`src/rtl/pc_next_unit_if.sv`:
```
// Fetch/resolve bus of the PC unit: the pipeline (master) drives stall and the
// execute-stage resolution; the PC unit (slave) returns the fetch PC, prediction and redirect.
interface pc_next_unit_if #(
  parameter int ADDR_WIDTH = 32,
  parameter int DATA_WIDTH = 32
);
  logic                  stall;
  logic [ADDR_WIDTH-1:0] pcF;
  logic                  predTakenF;
  logic [ADDR_WIDTH-1:0] predTargetF;
  logic                  resolveValid;
  logic [ADDR_WIDTH-1:0] pcE;
  logic [DATA_WIDTH-1:0] immOp;
  logic [DATA_WIDTH-1:0] result;
  logic                  jalrSrc;
  logic                  takenE;
  logic                  predTakenE;
  logic [ADDR_WIDTH-1:0] predTargetE;
  logic                  mispredict;
  logic                  misalign;

  modport master (
    output stall, resolveValid, pcE, immOp, result, jalrSrc, takenE, predTakenE, predTargetE,
    input  pcF, predTakenF, predTargetF, mispredict, misalign
  );

  modport slave (
    input  stall, resolveValid, pcE, immOp, result, jalrSrc, takenE, predTakenE, predTargetE,
    output pcF, predTakenF, predTargetF, mispredict, misalign
  );
endinterface

```
`src/rtl/pc_next_unit.sv`:
```
// Fetch PC register with a direct-mapped BTB predictor; resolves branch/JAL/JALR
// targets from execute-stage operands and redirects fetch on a misprediction.
module pc_next_unit #(
  parameter int                    ADDR_WIDTH  = 32,
  parameter int                    DATA_WIDTH  = 32,
  parameter int                    BTB_ENTRIES = 16,
  parameter logic [ADDR_WIDTH-1:0] RESET_PC    = '0
) (
  input  logic               clk,
  input  logic               rst,
  pc_next_unit_if.slave      bus
);
  localparam int IDX   = $clog2(BTB_ENTRIES);
  localparam int TAG_W = ADDR_WIDTH - IDX - 2;

  logic [ADDR_WIDTH-1:0]  pc_q, pc_d;
  logic                   misalign_q, misalign_d;
  logic [BTB_ENTRIES-1:0] valid_q, valid_d;
  logic [TAG_W-1:0]       tag_q [BTB_ENTRIES];
  logic [ADDR_WIDTH-1:0]  tgt_q [BTB_ENTRIES];

  logic [ADDR_WIDTH-1:0]  imm_a, res_a, tgt_e, corr_pc;
  logic [IDX-1:0]         f_idx, e_idx;
  logic [TAG_W-1:0]       f_tag, e_tag;
  logic                   f_hit, e_tag_match, mispredict;

  // Operand width adaptation: truncate wider data, zero-extend narrower data.
  generate
    if (DATA_WIDTH >= ADDR_WIDTH) begin : g_trunc
      assign imm_a = bus.immOp[ADDR_WIDTH-1:0];
      assign res_a = bus.result[ADDR_WIDTH-1:0];
      if (DATA_WIDTH > ADDR_WIDTH) begin : g_drop
        logic unused_hi;
        assign unused_hi = ^{bus.immOp[DATA_WIDTH-1:ADDR_WIDTH],
                             bus.result[DATA_WIDTH-1:ADDR_WIDTH]};
      end
    end else begin : g_zext
      assign imm_a = {{(ADDR_WIDTH-DATA_WIDTH){1'b0}}, bus.immOp};
      assign res_a = {{(ADDR_WIDTH-DATA_WIDTH){1'b0}}, bus.result};
    end
  endgenerate

  logic unused_res0;
  assign unused_res0 = res_a[0];

  assign tgt_e   = bus.jalrSrc ? {res_a[ADDR_WIDTH-1:1], 1'b0} : bus.pcE + imm_a;
  assign corr_pc = bus.takenE ? tgt_e : bus.pcE + ADDR_WIDTH'(4);

  assign mispredict = bus.resolveValid &
                      ((bus.takenE != bus.predTakenE) |
                       (bus.takenE & bus.predTakenE & (tgt_e != bus.predTargetE)));

  // Fetch-side lookup reads the pre-update contents.
  assign f_idx = pc_q[IDX+1:2];
  assign f_tag = pc_q[ADDR_WIDTH-1:IDX+2];
  assign f_hit = valid_q[f_idx] && (tag_q[f_idx] == f_tag);

  assign e_idx       = bus.pcE[IDX+1:2];
  assign e_tag       = bus.pcE[ADDR_WIDTH-1:IDX+2];
  assign e_tag_match = (tag_q[e_idx] == e_tag);

  genvar gi;
  generate
    for (gi = 0; gi < BTB_ENTRIES; gi++) begin : g_valid
      always_comb begin
        valid_d[gi] = valid_q[gi];
        if (bus.resolveValid && (e_idx == IDX'(gi))) begin
          if (bus.takenE)
            valid_d[gi] = 1'b1;
          else if (e_tag_match)
            valid_d[gi] = 1'b0;
        end
      end
    end
  endgenerate

  always_comb begin
    pc_d = pc_q + ADDR_WIDTH'(4);
    if (mispredict)
      pc_d = corr_pc;
    else if (bus.stall)
      pc_d = pc_q;
    else if (f_hit)
      pc_d = tgt_q[f_idx];
  end

  assign misalign_d = bus.resolveValid & bus.takenE & (tgt_e[1] | tgt_e[0]);

  always_ff @(posedge clk or posedge rst) begin
    if (rst) begin
      pc_q       <= RESET_PC;
      valid_q    <= '0;
      misalign_q <= 1'b0;
    end else begin
      pc_q       <= pc_d;
      valid_q    <= valid_d;
      misalign_q <= misalign_d;
    end
  end

  // Tag/target storage carries no reset; the valid bits gate every use.
  always_ff @(posedge clk) begin
    if (bus.resolveValid && bus.takenE) begin
      tag_q[e_idx] <= e_tag;
      tgt_q[e_idx] <= tgt_e;
    end
  end

  assign bus.pcF         = pc_q;
  assign bus.predTakenF  = f_hit;
  assign bus.predTargetF = f_hit ? tgt_q[f_idx] : '0;
  assign bus.mispredict  = mispredict;
  assign bus.misalign    = misalign_q;
endmodule

```
`src/flat_wrapper.sv`:
```
// flat-port wrapper written by rule: the top's interface ports become plain ports
module pc_next_unit_flat 
#(
  parameter int                    ADDR_WIDTH  = 32,
  parameter int                    DATA_WIDTH  = 32,
  parameter int                    BTB_ENTRIES = 16,
  parameter logic [ADDR_WIDTH-1:0] RESET_PC    = '0
)
  (clk, rst, bus_stall, bus_resolveValid, bus_pcE, bus_immOp, bus_result, bus_jalrSrc, bus_takenE, bus_predTakenE, bus_predTargetE, bus_pcF, bus_predTakenF, bus_predTargetF, bus_mispredict, bus_misalign);
  pc_next_unit_if #(.ADDR_WIDTH(ADDR_WIDTH), .DATA_WIDTH(DATA_WIDTH)) bus_i ();
  input  logic clk;
  input  logic rst;
  input wire logic [$bits(bus_i.stall)-1:0] bus_stall;
  input wire logic [$bits(bus_i.resolveValid)-1:0] bus_resolveValid;
  input wire logic [$bits(bus_i.pcE)-1:0] bus_pcE;
  input wire logic [$bits(bus_i.immOp)-1:0] bus_immOp;
  input wire logic [$bits(bus_i.result)-1:0] bus_result;
  input wire logic [$bits(bus_i.jalrSrc)-1:0] bus_jalrSrc;
  input wire logic [$bits(bus_i.takenE)-1:0] bus_takenE;
  input wire logic [$bits(bus_i.predTakenE)-1:0] bus_predTakenE;
  input wire logic [$bits(bus_i.predTargetE)-1:0] bus_predTargetE;
  output wire logic [$bits(bus_i.pcF)-1:0] bus_pcF;
  output wire logic [$bits(bus_i.predTakenF)-1:0] bus_predTakenF;
  output wire logic [$bits(bus_i.predTargetF)-1:0] bus_predTargetF;
  output wire logic [$bits(bus_i.mispredict)-1:0] bus_mispredict;
  output wire logic [$bits(bus_i.misalign)-1:0] bus_misalign;
  assign bus_i.stall = bus_stall;
  assign bus_i.resolveValid = bus_resolveValid;
  assign bus_i.pcE = bus_pcE;
  assign bus_i.immOp = bus_immOp;
  assign bus_i.result = bus_result;
  assign bus_i.jalrSrc = bus_jalrSrc;
  assign bus_i.takenE = bus_takenE;
  assign bus_i.predTakenE = bus_predTakenE;
  assign bus_i.predTargetE = bus_predTargetE;
  assign bus_pcF = bus_i.pcF;
  assign bus_predTakenF = bus_i.predTakenF;
  assign bus_predTargetF = bus_i.predTargetF;
  assign bus_mispredict = bus_i.mispredict;
  assign bus_misalign = bus_i.misalign;
  pc_next_unit #(.ADDR_WIDTH(ADDR_WIDTH), .DATA_WIDTH(DATA_WIDTH), .BTB_ENTRIES(BTB_ENTRIES), .RESET_PC(RESET_PC)) u_core (.clk(clk), .rst(rst), .bus(bus_i));
endmodule
```
`config.mk`:
```
export PLATFORM = sky130hd
export DESIGN_NAME = pc_next_unit_flat
export DESIGN_NICKNAME = d
export VERILOG_FILES = /design/src/rtl/pc_next_unit_if.sv /design/src/rtl/pc_next_unit.sv /design/src/flat_wrapper.sv
export SDC_FILE = /design/constraint.sdc
export NUM_CORES = 2
export LEC_CHECK = 0
export BUFFER_PORTS_ARGS = -buffer_cell sky130_fd_sc_hd__buf_4
export CORE_MARGIN = 10
export CORE_UTILIZATION = 61
export CTS_BUF_LIST = sky130_fd_sc_hd__clkbuf_8
export DETAILED_ROUTE_END_ITERATION = 7
export HOLD_SLACK_MARGIN = 0.02
export PLACE_DENSITY = 0.84
export REMOVE_ABC_BUFFERS = 1
export SETUP_SLACK_MARGIN = 0.15
export SLEW_MARGIN = 20
export SYNTH_ARGS = -nofsm -noshare
export SYNTH_HDL_FRONTEND = slang
export SYNTH_SLANG_ARGS = --single-unit
```
`constraint.sdc`:
```
create_clock -name clk -period 14.7 [get_ports clk]
set_input_delay 3.675 -clock clk [delete_from_list [all_inputs] [get_ports clk]]
set_output_delay 3.675 -clock clk [all_outputs]
set_load 0.1 [all_outputs]
```
Word-level counts from Yosys, hierarchy flattened
Memory sizes are Yosys's and may differ from the RTL's.
Cells that the tools add are included.
Widths: inputs -> output; s select.
{"block": "classes", "order_cmp": 1, "n_reduce_logical": 36, "addsub": 3, "eq_ne": 20, "n_bitwise": 7, "muxes": 12}
{"cell": "$mux 32", "count": 6}
{"cell": "$add 32x3->32 const B", "count": 2}
{"cell": "$eq 26x26->1", "count": 2}
{"cell": "$add 32x32->32", "count": 1}
{"cell": "$eq 4x4->1 const B", "count": 8}
{"cell": "$ne 32x32->1", "count": 1}
{"cell": "$reduce_and 2->1", "count": 16}
{"cell": "$logic_and 1x1->1", "count": 18}
{"cell": "$eq 4x3->1 const B", "count": 4}
{"cell": "$eq 4x2->1 const B", "count": 2}
{"cell": "$and 1x1->1", "count": 5}
{"cell": "$lt 4x5->1 const B", "count": 1}
{"cell": "$mux 1", "count": 5}
{"cell": "$bmux 1 s4", "count": 1}
{"cell": "$eq 4x1->1 const B", "count": 1}
{"cell": "$logic_not 4->1", "count": 1}
{"cell": "$ne 2x1->1 const B", "count": 1}
{"cell": "$or 1x1->1", "count": 2}
{"cell": "$reduce_bool 2->1", "count": 1}
{"cell": "$ne 1x1->1", "count": 1}
{"block": "word_totals", "n_memories": 2, "ram_bits": 928, "ff_bits": 49, "word_cells": 99}
{"memory": "u_core.tgt_q", "depth": 16, "width": 32, "read_ports": 1, "rd_clocked_by_memory_dff": 0, "write_ports": 1, "line_no": "pc_next_unit.sv:20", "source": "logic [ADDR_WIDTH-1:0] tgt_q [BTB_ENTRIES];"}
{"memory": "u_core.tag_q", "depth": 16, "width": 26, "read_ports": 2, "rd_clocked_by_memory_dff": 0, "write_ports": 1, "line_no": "pc_next_unit.sv:19", "source": "logic [TAG_W-1:0] tag_q [BTB_ENTRIES];"}

Depth between registers and ports, before layout
{"block": "depth", "word_depth": 7, "mapped_depth": 17}

Worst setup path before layout
OpenSTA, ideal clock, no wires.
{"block": "synth_path", "kind": "input to output", "startpoint": "input port bus_immOp[0]", "endpoint": "output port bus_mispredict", "path_stages": 15, "arrival_time_ps": 7902, "n_path_buf": 2, "slack_ps": 3123, "required_ps": 11025, "cell_sequence": "ha_1 -> fa_1 -> a211oi_1 -> o21ai_0 -> a21oi_1 -> o21bai_1 -> and4_1 -> nor3_1 -> xnor2_1 -> o311ai_0 -> nor4b_1 -> a41o_1 -> clkbuf_1 -> buf_2 -> inv_1"}
{"block": "synth_via", "elab_chain_len": 6}
{"element": "from (decl)", "line_no": "flat_wrapper.sv:16", "source": "input wire logic [$bits(bus_i.immOp)-1:0] bus_immOp;"}
{"element": "$add 32x32->32", "line_no": "pc_next_unit.sv:46", "source": "assign tgt_e = bus.jalrSrc ? {res_a[ADDR_WIDTH-1:1], 1'b0} : bus.pcE + imm_a;"}
{"element": "$mux 32", "line_no": "pc_next_unit.sv:46"}
{"element": "via u_core.tgt_e[18]", "line_no": "pc_next_unit.sv:22", "source": "logic [ADDR_WIDTH-1:0] imm_a, res_a, tgt_e, corr_pc;"}
{"element": "$ne 32x32->1", "line_no": "pc_next_unit.sv:51", "source": "(bus.takenE & bus.predTakenE & (tgt_e != bus.predTargetE)));"}
{"element": "$and 1x1->1", "line_no": "pc_next_unit.sv:51"}
{"element": "$or 1x1->1", "line_no": "pc_next_unit.sv:50", "source": "((bus.takenE != bus.predTakenE) |"}
{"element": "$and 1x1->1", "line_no": "pc_next_unit.sv:49", "source": "assign mispredict = bus.resolveValid &"}
{"element": "to (decl)", "line_no": "flat_wrapper.sv:25", "source": "output wire logic [$bits(bus_i.mispredict)-1:0] bus_mispredict;"}
The timed path passes the listed nets, and every way through them passes these cells.

Final worst setup path
{"block": "layout_path", "startpoint": "input port bus_pcE[2]", "endpoint": "output port bus_mispredict"}
{"block": "layout_via", "elab_chain_len": 6}
{"element": "from (decl)", "line_no": "flat_wrapper.sv:15", "source": "input wire logic [$bits(bus_i.pcE)-1:0] bus_pcE;"}
{"element": "$add 32x32->32", "line_no": "pc_next_unit.sv:46"}
{"element": "$mux 32", "line_no": "pc_next_unit.sv:46"}
{"element": "via u_core.tgt_e[15]", "line_no": "pc_next_unit.sv:22"}
{"element": "$ne 32x32->1", "line_no": "pc_next_unit.sv:51"}
{"element": "$and 1x1->1", "line_no": "pc_next_unit.sv:51"}
{"element": "$or 1x1->1", "line_no": "pc_next_unit.sv:50"}
{"element": "$and 1x1->1", "line_no": "pc_next_unit.sv:49"}
The timed path passes the listed nets, and every way through them passes these cells.

==> results.toml <==
[cts]
cts_sinks = 977
root_buffer = "clkbuf_8"
cts_tree = "done"
ctsResizeCount = 0
holdBufCountCts = 0
htree_levels = 4
cts_setup_buffers = 0
cts_made_buffers = 155
cts_buffer_depth = 3
path_clk_slew_ns = 0.06
clk_latency_ns = 0.86

[global_routing]
grt_pass1_vias = 29500
antenna_found_initial = 7
grt-ovfl-total = 0
grt_max_degree = 135
groute.usage.overall = 0.321
grt_pass1_wl_mm = 201

[floorplan]
start_util = 0.616
io_pins = 202
die_w_um = 294
dieArea_sq_mm = 0.0867
fp.dieH_um = 294
coreArea_sq_mm = 0.0746
num_rows = 100

[final_layout]
num-nets-final = 3083
final_cell_count_no_fill = 4009
final_util = 0.691
area_growth_pct = 12.2
stdcell_area_sq_mm = 0.0515
drive_gt1_frac = 0.298

[logic_synthesis]
synthArstFlopShare = 0.0502
syn_inst = 2678
avgSynthCellArea_sq_um = 17.2
synth_cell_types = 70
ys_seq_area_frac = 0.633
yosysWarnings = 0
ys_top_cells_by_area = "edfxtp_1 61%, mux4_2 19%, dfrtp_1 2.7%, mux2i_1 2.0%, xor2_1 1.4%"
synth_commonest_cells = "928 x edfxtp_1, 389 x mux4_2, 121 x a21oi_1, 118 x nor2_1, 116 x nand2_1"
synthFlopType = "edfxtp_1"
synth_top_cell_area_share = 0.607
ys_seq_elements = 977
synth_largest_area_cell = "edfxtp_1"
netlist_area_sq_mm = 0.0459
synth_edf_count = 928
synthMostInstantiatedCell = "edfxtp_1"

[power_and_ir_drop]
irDropWorstVdd_v = 0.000117
p_leak_uw = 0.0170
p_per_area_mw_per_mm2 = 143

[critical_path]
worst-r2r-cell-count = 14
critPathRequiredTime_ns = 11.02
worstSetupPathType = "primary input to output port"
critPathLaunchType = "primary input"
critPathMaxFanout = 24
cp-end-kind = "output port"
crit_arrival_ns = 8.25

[sta]
relSlewSlack = 0.207
fin_crit_sh = 0.811
final-setup-viol-count = 0
slew_viol_final = 0
tns_ns = 0
min_period_ns = 11.93
finClkSkew_ns = 0.0448
rsz0062_at_grt = "no"
tightest_slew_ns = 1.19
max_freq_mhz = 83.8
worst_slack_ns = 2.77
hold_viol = 0

[placed_design]
placed_area_sq_mm = 0.0485
numPortBuffers = 200
dpl_worst_slack_ns = 2.59
dpl.hpwl_mm = 85.5
placed_cells = 3720
place_congestion = 1.03

[route]
drt_pass1_iterations = 7
wl_per_cell_um = 34.5
vias_per_cell = 7.24
routed-via-count = 29000
ant_nets = 0
drc = 0
initialDrtViolationCount = 4614
wl_mm = 138

[run_status]
status = "complete, no violations"

[worst_hold_path]
hold_depth = 2
hold_class = "register to register"

[run]
maxCapViolations = 0
cell usage in the layout, fill, tap and decap left out, drive strengths merged, types with 18 or more instances in the layout:
master  synthesis  layout
a21oi         121     121
inv            27     101
nor2          119     119
ha             37      37
edfxtp        928     928
clkbuf        103     159
nand3          45      45
xnor2          68      68
mux2i          91      91
buf            80     258
clkinv          1      47
dfrtp          49      49
mux4          389     389
o22ai          27      27
nor3           18      18
nor2b          37      37
xor2           73      73
a31oi          18      18
nand4          43      43
o21ai         111     111
nand2         116     116
flip-flops by register name, summed over array words and instances, names as in the netlist:
name,count
u_core.tgt_q,512
u_core.bus.misalign,1
u_core.bus.pcF,32
u_core.tag_q,416
u_core.valid_q,16
worst paths after layout:
check                      slack, ns                        endpoint                            from
setup / recovery                2.77                  bus_mispredict                      bus_pcE[2]
hold reg to reg                 0.52  u_core.valid_q[14]$_DFFE_PP0P_  u_core.valid_q[14]$_DFFE_PP0P_
setup reg to reg                8.91  u_core.bus.pcF[22]$_DFFE_PP0P_   u_core.bus.pcF[2]$_DFFE_PP0P_
hold / removal                  0.52  u_core.valid_q[14]$_DFFE_PP0P_  u_core.valid_q[14]$_DFFE_PP0P_
max in group asynchronous      11.06   u_core.bus.pcF[4]$_DFFE_PP0P_                             rst
min in group asynchronous       3.01   u_core.bus.pcF[1]$_DFFE_PP0P_                             rst
layer usage:
layer / global-route usage / vias up / routed length [um]
li1: - / 11500 / -
met1: 0.419 / 14600 / 46900
met2: 0.487 / 2533 / 64100
met3: 0.106 / 489 / 20100
met4: 0.154 / 6 / 7020
met5: 0 / - / 45
layout make-up:
cell class | count | area [sq um]
Sequential cell | 977 | 29100
Antenna cell | 4 | 10.0
Multi-Input combinational cell | 1490 | 16100
Clock inverter | 124 | 748
Timing Repair Buffer | 258 | 2010
Tap cell | 969 | 1210
Clock buffer | 159 | 2190
Inverter | 28 | 106
Fill cell | 4583 | 23100
metrics by stage:
stage	hold slack [ns]	total power, uW
2_1_floorplan	0.464	4780
3_3_place_gp	0.485	5100
3_5_place_dp	0.495	5150
4_1_cts	0.510	7320
5_1_grt	0.539	7560
6_report	0.517	7350
logic make-up (layout without fill, tap and decap cells):
family,after synthesis,after routing,share of synthesized area
AO/OA/AOI/OAI,359,359,0.0458
XOR/XNOR,141,141,0.0269
adder cells (fa/ha/maj),38,38,0.0105
buffers and inverters,211,569,0.0197
flip-flops,977,977,0.633
multiplexers,492,492,0.213
other,0,4,0
AND/OR/NAND/NOR,460,460,0.0502
power breakdown:
group | switching, uW | total (uW) | internal [uW]
Sequential | 115 | 3270 | 3160
Clock | 1130 | 2210 | 1090
Combinational | 1120 | 1860 | 744
Total | 2360 | 7350 | 4990
critical path, stage by stage:
cell	delay [ns]
buf_6	0.35
ha_1	0.38
o211ai_1	0.23
o21ai_1	0.26
a211oi_1	0.59
nor4_1	0.16
a211oi_4	0.74
xnor2_1	0.19
nand2_1	0.13
nor4_1	0.41
nor4b_1	0.45
a41o_2	0.35
inv_1	0.06
buf_4	0.23
Note: power is estimated with default switching activity, not from simulation.
